File: src/rtl/mux_pkg.sv
// Shared types and constants for the N-way pipelined multiplexer.
package mux_pkg;

    typedef enum logic [1:0] {
        EMPTY = 2'd0,
        ONE   = 2'd1,
        FULL  = 2'd2
    } fifo_state_e;

    localparam int ERRCNT_W   = 8;
    localparam int ERRCNT_MAX = 255;

endpackage

File: src/rtl/mux_nway_comb.sv
// Combinational channel selector: picks one WIDTH-bit lane out of the packed
// input bus, returning zero and an error flag for selector codes with no channel.
module mux_nway_comb
    import mux_pkg::*;
#(
    parameter int WIDTH    = 32,
    parameter int CHANNELS = 4,
    localparam int SEL_W   = $clog2(CHANNELS)
) (
    input  logic [SEL_W-1:0]          selector,
    input  logic [CHANNELS*WIDTH-1:0] data_in,
    output logic [WIDTH-1:0]          value,
    output logic                      err
);

    // Codes CHANNELS..2^SEL_W-1 match no lane and fall through as errors.
    always_comb begin
        value = '0;
        err   = 1'b1;
        for (int k = 0; k < CHANNELS; k++) begin
            if (selector == SEL_W'(k)) begin
                value = data_in[k*WIDTH +: WIDTH];
                err   = 1'b0;
            end
        end
    end

endmodule

File: src/rtl/mux_nway_pipe.sv
// N-way multiplexer with a one-cycle, 2-entry skid FIFO on its output.
// Define MUX_NWAY_PIPE_ERRCNT_EN to build the saturating out-of-range counter.
module mux_nway_pipe
    import mux_pkg::*;
#(
    parameter int WIDTH    = 32,
    parameter int CHANNELS = 4,
    localparam int SEL_W   = $clog2(CHANNELS)
) (
    input  logic                      clk,
    input  logic                      reset,
    input  logic                      in_valid,
    output logic                      in_ready,
    input  logic [SEL_W-1:0]          selector,
    input  logic [CHANNELS*WIDTH-1:0] data_in,
    output logic                      out_valid,
    input  logic                      out_ready,
    output logic [WIDTH-1:0]          data_out,
    output logic                      sel_err,
    output logic [ERRCNT_W-1:0]       err_count
);

    fifo_state_e        state_q, state_d;
    logic [WIDTH-1:0]   head_data_q, head_data_d;
    logic               head_err_q, head_err_d;
    logic [WIDTH-1:0]   tail_data_q, tail_data_d;
    logic               tail_err_q, tail_err_d;

    logic [WIDTH-1:0]   mux_value;
    logic               mux_err;
    logic               xfer_in;
    logic               xfer_out;

    mux_nway_comb #(
        .WIDTH    (WIDTH),
        .CHANNELS (CHANNELS)
    ) u_comb (
        .selector (selector),
        .data_in  (data_in),
        .value    (mux_value),
        .err      (mux_err)
    );

    // Handshake outputs depend on the registered state only.
    always_comb begin
        in_ready  = (state_q != FULL);
        out_valid = (state_q != EMPTY);
        data_out  = head_data_q;
        sel_err   = head_err_q;
        xfer_in   = in_valid && in_ready;
        xfer_out  = out_valid && out_ready;
    end

    always_comb begin
        state_d = state_q;
        case (state_q)
            EMPTY: if (xfer_in) state_d = ONE;
            ONE: begin
                if (xfer_in && !xfer_out)      state_d = FULL;
                else if (!xfer_in && xfer_out) state_d = EMPTY;
            end
            FULL:  if (xfer_out) state_d = ONE;
            default: state_d = EMPTY;
        endcase
    end

    // Head is always the oldest entry; the tail only fills when the head is held.
    always_comb begin
        head_data_d = head_data_q;
        head_err_d  = head_err_q;
        tail_data_d = tail_data_q;
        tail_err_d  = tail_err_q;
        case (state_q)
            EMPTY: begin
                if (xfer_in) begin
                    head_data_d = mux_value;
                    head_err_d  = mux_err;
                end
            end
            ONE: begin
                if (xfer_in && xfer_out) begin
                    head_data_d = mux_value;
                    head_err_d  = mux_err;
                end else if (xfer_in) begin
                    tail_data_d = mux_value;
                    tail_err_d  = mux_err;
                end
            end
            FULL: begin
                if (xfer_out) begin
                    head_data_d = tail_data_q;
                    head_err_d  = tail_err_q;
                end
            end
            default: ;
        endcase
    end

    always_ff @(posedge clk) begin
        if (reset) begin
            state_q     <= EMPTY;
            head_data_q <= '0;
            head_err_q  <= 1'b0;
            tail_data_q <= '0;
            tail_err_q  <= 1'b0;
        end else begin
            state_q     <= state_d;
            head_data_q <= head_data_d;
            head_err_q  <= head_err_d;
            tail_data_q <= tail_data_d;
            tail_err_q  <= tail_err_d;
        end
    end

`ifdef MUX_NWAY_PIPE_ERRCNT_EN
    logic [ERRCNT_W-1:0] err_cnt_q, err_cnt_d;

    always_comb begin
        err_cnt_d = err_cnt_q;
        if (xfer_in && mux_err && (err_cnt_q != ERRCNT_W'(ERRCNT_MAX))) begin
            err_cnt_d = err_cnt_q + 1'b1;
        end
    end

    always_ff @(posedge clk) begin
        if (reset) err_cnt_q <= '0;
        else       err_cnt_q <= err_cnt_d;
    end

    assign err_count = err_cnt_q;
`else
    assign err_count = '0;
`endif

endmodule

File: config.mk
export PLATFORM = sky130hd
export DESIGN_NAME = mux_nway_pipe
export DESIGN_NICKNAME = d
export VERILOG_FILES = /design/src/rtl/mux_pkg.sv /design/src/rtl/mux_nway_comb.sv /design/src/rtl/mux_nway_pipe.sv
export SDC_FILE = /design/constraint.sdc
export NUM_CORES = 1
export LEC_CHECK = 0
export ABC_CLOCK_PERIOD_IN_PS = 1750
export CAP_MARGIN = 10
export CORE_MARGIN = 1.5
export CORE_UTILIZATION = 48
export DETAILED_ROUTE_END_ITERATION = 12
export DONT_BUFFER_PORTS = 1
export PLACE_DENSITY = 0.69
export REMOVE_ABC_BUFFERS = 1
export SLEW_MARGIN = 20
export SYNTH_ARGS = -nofsm -noshare
export SYNTH_HDL_FRONTEND = slang
export SYNTH_SLANG_ARGS = --single-unit
File: constraint.sdc
create_clock -name clk -period 1.75 [get_ports clk]
set_clock_uncertainty 0.05 [all_clocks]
set_input_delay 0.35 -clock clk [delete_from_list [all_inputs] [get_ports clk]]
set_output_delay 0.35 -clock clk [all_outputs]
set_load 0.01 [all_outputs]
Yosys cells after proc, flatten, opt, wreduce, memory -nomap -nowiden
Index checks and enable logic that the tools add are counted.

Equality and inequality tests: 10. Mux-type cells: 21. Bitwise gates (word level): 1. Reductions and logical operators: 14.

Operator list (count): two-way mux 32 bit (7); one-hot mux 32 bit (3 select lines) (1); two-way mux 2 bit (4); != test 2 bit, second input constant (4); two-way mux 1 bit (7); equality test 2 bit, second input constant (3); one-hot mux 2 bit (3 select lines) (1); AND reduction 3 bit (2); logical AND 1 bit (5); equality test 2 x 1 -> 1 bit, second input constant (2); logical NOT 2 bit (2); AND reduction 4 bit (1); != test 3 bit, second input constant (1); one-hot mux 1 bit (3 select lines) (1); nonzero test 3 bit (1); logical NOT 1 bit (2); nonzero test 2 bit (1); inverter 1 bit (1).

Register bits after elaboration: 68. Bits of input ports: 134. Output and inout port bits: 43. Logic and storage cells: 51.

Depth between registers and ports, before layout
Word-level depth: 7. Depth in mapped cells: 6. Gate-level depth less buffers: 3.

Hierarchy
A second synthesis with hierarchy kept.

Cell total of the unflattened synthesis: 364. Area total of the unflattened synthesis: 3943.8 sq um.

Modules (own cells, without submodules): mux_nway_pipe (times used 1, cells each 323, area an instance 3118.0 sq um); mux_nway_comb (times used 1, cells each 41, area an instance 825.8 sq um).

Worst setup path after synthesis
OpenSTA, ideal clock, no wires.

Kind: input to register. Start point: input port selector[0]. End point: register head_data_q[0] (netlist: data_out[0]). Arrival time: 1375 ps. Required time: 1554 ps. Path slack: 179 ps. Stages on the path: 5. Path through: buf_6 buf_6 mux4_2 mux2i_1 a211oi_2.

Cells in the longest elaborated chain, start to end: 7. Elaborated cells between the ends (all ways): 11. Those cells by class: eq/ne: 3; mux: 7; reduce/logical: 1.

RTL lines: from (decl) (line mux_nway_pipe.sv:14) `input logic [SEL_W-1:0] selector,`; logical NOT 2 bit (line mux_nway_comb.sv:21) `if (selector == SEL_W'(k)) begin`; two-way mux 32 bit (3 in a row) (line mux_nway_comb.sv:21); two-way mux 32 bit * (line mux_nway_comb.sv:21); two-way mux 32 bit, on equally long branches (line mux_nway_pipe.sv:81, mux_nway_pipe.sv:75); one-hot mux 32 bit (3 select lines) * (line mux_nway_pipe.sv:73) `case (state_q)`; to (signal assigned) (line mux_nway_pipe.sv:108) `head_data_q <= head_data_d;`; to (decl) (line mux_nway_pipe.sv:24) `logic [WIDTH-1:0] head_data_q, head_data_d;`.

Mark *: on every way between the ends. The rest lies on a longest branch, timed or not. The select of a mux whose other input is x is not followed. A chain may end at the register's enable or synchronous reset.

Worst setup path in the final report
Start point: register state_q[0]. End point: output port in_ready.

Cells in the longest elaborated chain, start to end: 1.

RTL lines: from (decl) (line mux_nway_pipe.sv:23) `fifo_state_e state_q, state_d;`; from (signal assigned) (line mux_nway_pipe.sv:107) `state_q <= state_d;`; != test 2 bit (line mux_nway_pipe.sv:46) `in_ready = (state_q != FULL);`; to (decl) (line mux_nway_pipe.sv:13) `output logic in_ready,`.

Every way passes these cells.

==> out/qor.txt <==
Post-detail-place hpwl: 6320 um
Hold path cells: 1
Crit path max fanout: 22
CTS tree: built
Clk root buf: clkbuf_8
Measured slew at the worst slew-check pin: 0.981 ns
Setup slack, reg-to-reg: 0.25 ns
Setup crit end kind: output pin
Status: finished, final reports clean
Worst Path Arrival: 1.23 ns
Post-place setup slack: 0.268 ns
Post-DRT Antenna Nets: 0
Max_cap viols: 0
Period utilisation layout: 93.2%
Max stage delay on crit path: 0.47 ns
Slew Viols, Final: 0
DR iter-0 viols: 118
Leakage: 0.00154 uW
Fin util: 52.9%
Power Total: 3960 uW
Layout cells sized above 1: 28.0%
Post-Synthesis Cell Area: 3900 um^2
Vias per cell: 6.15
Crit path cell chain: nand2b_2 -> buf_12
Hold Violations, Final: 0
Htree depth: 3
Worst vdd ir: 650 uV
Hold Startpoint: reset
Worst Setup Slack, final: 0.120 ns
Class of the worst hold path: in -> reg
Num CTS Buffers: 9
Insertion delay to the later sink of the worst-skew pair: 0.33 ns
Distinct cells, synth: 27
Crit path launch: state_q[0]
Routed len/inst: 21.0 um
Final setup fails: 0
Remaining DRCs: 0
Area Overhead vs Synth: 5.97%
Sequential element share of the synthesized area: 34.9%
Critical path type: reg -> out
Clock-pin slew of the registers on the worst-case setup and hold paths: 0.07 ns
Die area: 8680 um^2
Syn. warnings: 0
RePlAce Congestion: 0.730
Reg-to-Reg Start: state_q[0]
Rows: 32
Grt total ovfl: 0
Critical path data required time: 1.35 ns
Seq cells post-synth: 68
I/O Buffers: 0
Cells after Synth: 363
Max Buffers Root-to-Sink: 2
Core area: 7810 um^2
Largest net degree at the start of global routing: 69
Ports: 177
Die Height: 93.2 um
Clock sinks: 68
First-pass GRT wire length: 14,200 um
Wirelength, routed: 9500 um
Post-CTS setup buffers: 0
Initial Utilization: 50.0%
Avg Inst Size Synth: 10.7 um^2
Routed via count: 2,779
Reg2reg end: data_out[12]
Worst Hold Path EP: tail_data_q[18]
Vias in the first global route: 2,697
R2r worst-path depth: 4
Slowest-stage cell, CP: dfxtp_1
Max_slew headroom: 34.4%
Fmax: 0.613 GHz
Unrepaired setup endpoints after global routing: false
Layout net count: 479
Pre-antenna DRT Iters: 4
Period minus WS final: 1.63 ns
Startpoint types: register
Die Width: 93.2 um
ANT cells: 0
Gr usage total: 21.4%
PD cells: 957 nW/um^2
Initial antenna violation count: 2
-- layout make-up --
type                            count  area (um^2)
Clock buffer                       10          138
Tap cell                          102          128
Sequential cell                    68         1360
Multi-Input combinational cell    250         2270
Timing Repair Buffer               14          120
Inverter                            2         7.51
Fill cell                         670         3670
Clock inverter                      6          111
-- worst max-delay path: cells and delay by family (launching register included) --
kind | cells | cell delay, ns
buffers and inverters | 1 | 0.21
flip-flops | 1 | 0.47
AND/OR/NAND/NOR | 1 | 0.21
-- cell families (layout without fill, tap and decap cells) --
family          count (synthesis)  count (layout)  synth area share [%]
other cells                     1               8                0.0961
simple gates                   75              75                  8.21
flops                          68              68                  34.9
buf+inv                        52              32                  8.21
mux                            65              65                  27.1
compound gates                102             102                  21.5
-- cells in the mapped netlist, drive strengths merged --
cell,n,area share (%)
dfxtp,68,35
nand2,66,6.4
a211oi,65,16
buf,36,6.7
a21oi,34,4.4
mux2i,32,8.2
mux4,32,18
clkbuf,14,1.3
a21o,2,0.58
inv,2,0.19
a211o,1,0.22
and3b,1,0.22
conb,1,0.096
mux2,1,0.38
nand2b,1,0.16
nand3b,1,0.19
nand4,1,0.16
nand4bb,1,0.29
nor3b,1,0.19
nor4bb,1,0.26
or2,1,0.16
or3b,1,0.22
-- registers in the layout, indices dropped and copies added, names as in the netlist --
signal / count
tail_err_q: 1
sel_err: 1
tail_data_q: 32
state_q: 2
data_out: 32
-- repair_timing --
| item | CTS | global route |
|---|---|---|
| gates resized for setup | 0 | 0 |
| endpoints found under the setup margin | 0 | 0 |
| hold buffers | 0 | 1 |
| hold endpoints to repair | 0 | 14 |
-- metal layers --
metal | up-vias | wire (um) | share of wire (%) | GRT usage, %
li1 | 1314 | - | - | -
met1 | 1327 | 3890 | 41 | 26.0
met2 | 124 | 4500 | 47 | 34.9
met3 | 12 | 1020 | 11 | 10.0
met4 | 2 | 82 | 0.86 | 4.04
met5 | - | 12 | 0.13 | 0
-- report_power, final --
group | internal, uW | switching (uW) | leakage, uW | total (uW)
clock network | 985 | 594 | 0.000122 | 1580
logic | 308 | 295 | 0.000864 | 603
registers | 1650 | 121 | 0.000558 | 1780
total | 2950 | 1010 | 0.00154 | 3960
-- cell usage in the layout (no fill, tap or decap), types with 3 or more instances in the layout --
cell type | synthesis | layout
a211oi_1 | 35 | 35
a211oi_2 | 30 | 30
a21oi_1 | 34 | 34
buf_4 | 12 | 12
bufinv_16 | 0 | 3
clkbuf_8 | 0 | 10
conb_1 | 1 | 8
dfxtp_1 | 68 | 68
mux2i_1 | 32 | 32
mux4_2 | 32 | 32
nand2_1 | 66 | 66
-- worst max-delay path by stage --
stage / to / depth (start not counted)
after global routing: in_ready / 2
after detailed placement: data_out[30] / 4
after global placement: data_out[12] / 4
after floorplan: tail_data_q[24] / 3
after CTS: in_ready / 2
final: in_ready / 2
-- stage by stage --
stage / area [um^2] / hold WS, ns / instances / setup TNS, ns
2_1_floorplan: 3610 / 0.365 / 320 / -60.91
3_3_place_gp: 3870 / 0.376 / 435 / 0
3_5_place_dp: 3870 / 0.375 / 435 / 0
4_1_cts: 4120 / 0.0124 / 451 / 0
5_1_grt: 4130 / 0.00807 / 452 / 0
6_report: 4130 / 0.0338 / 452 / 0
(Power assumes the default switching activity.)
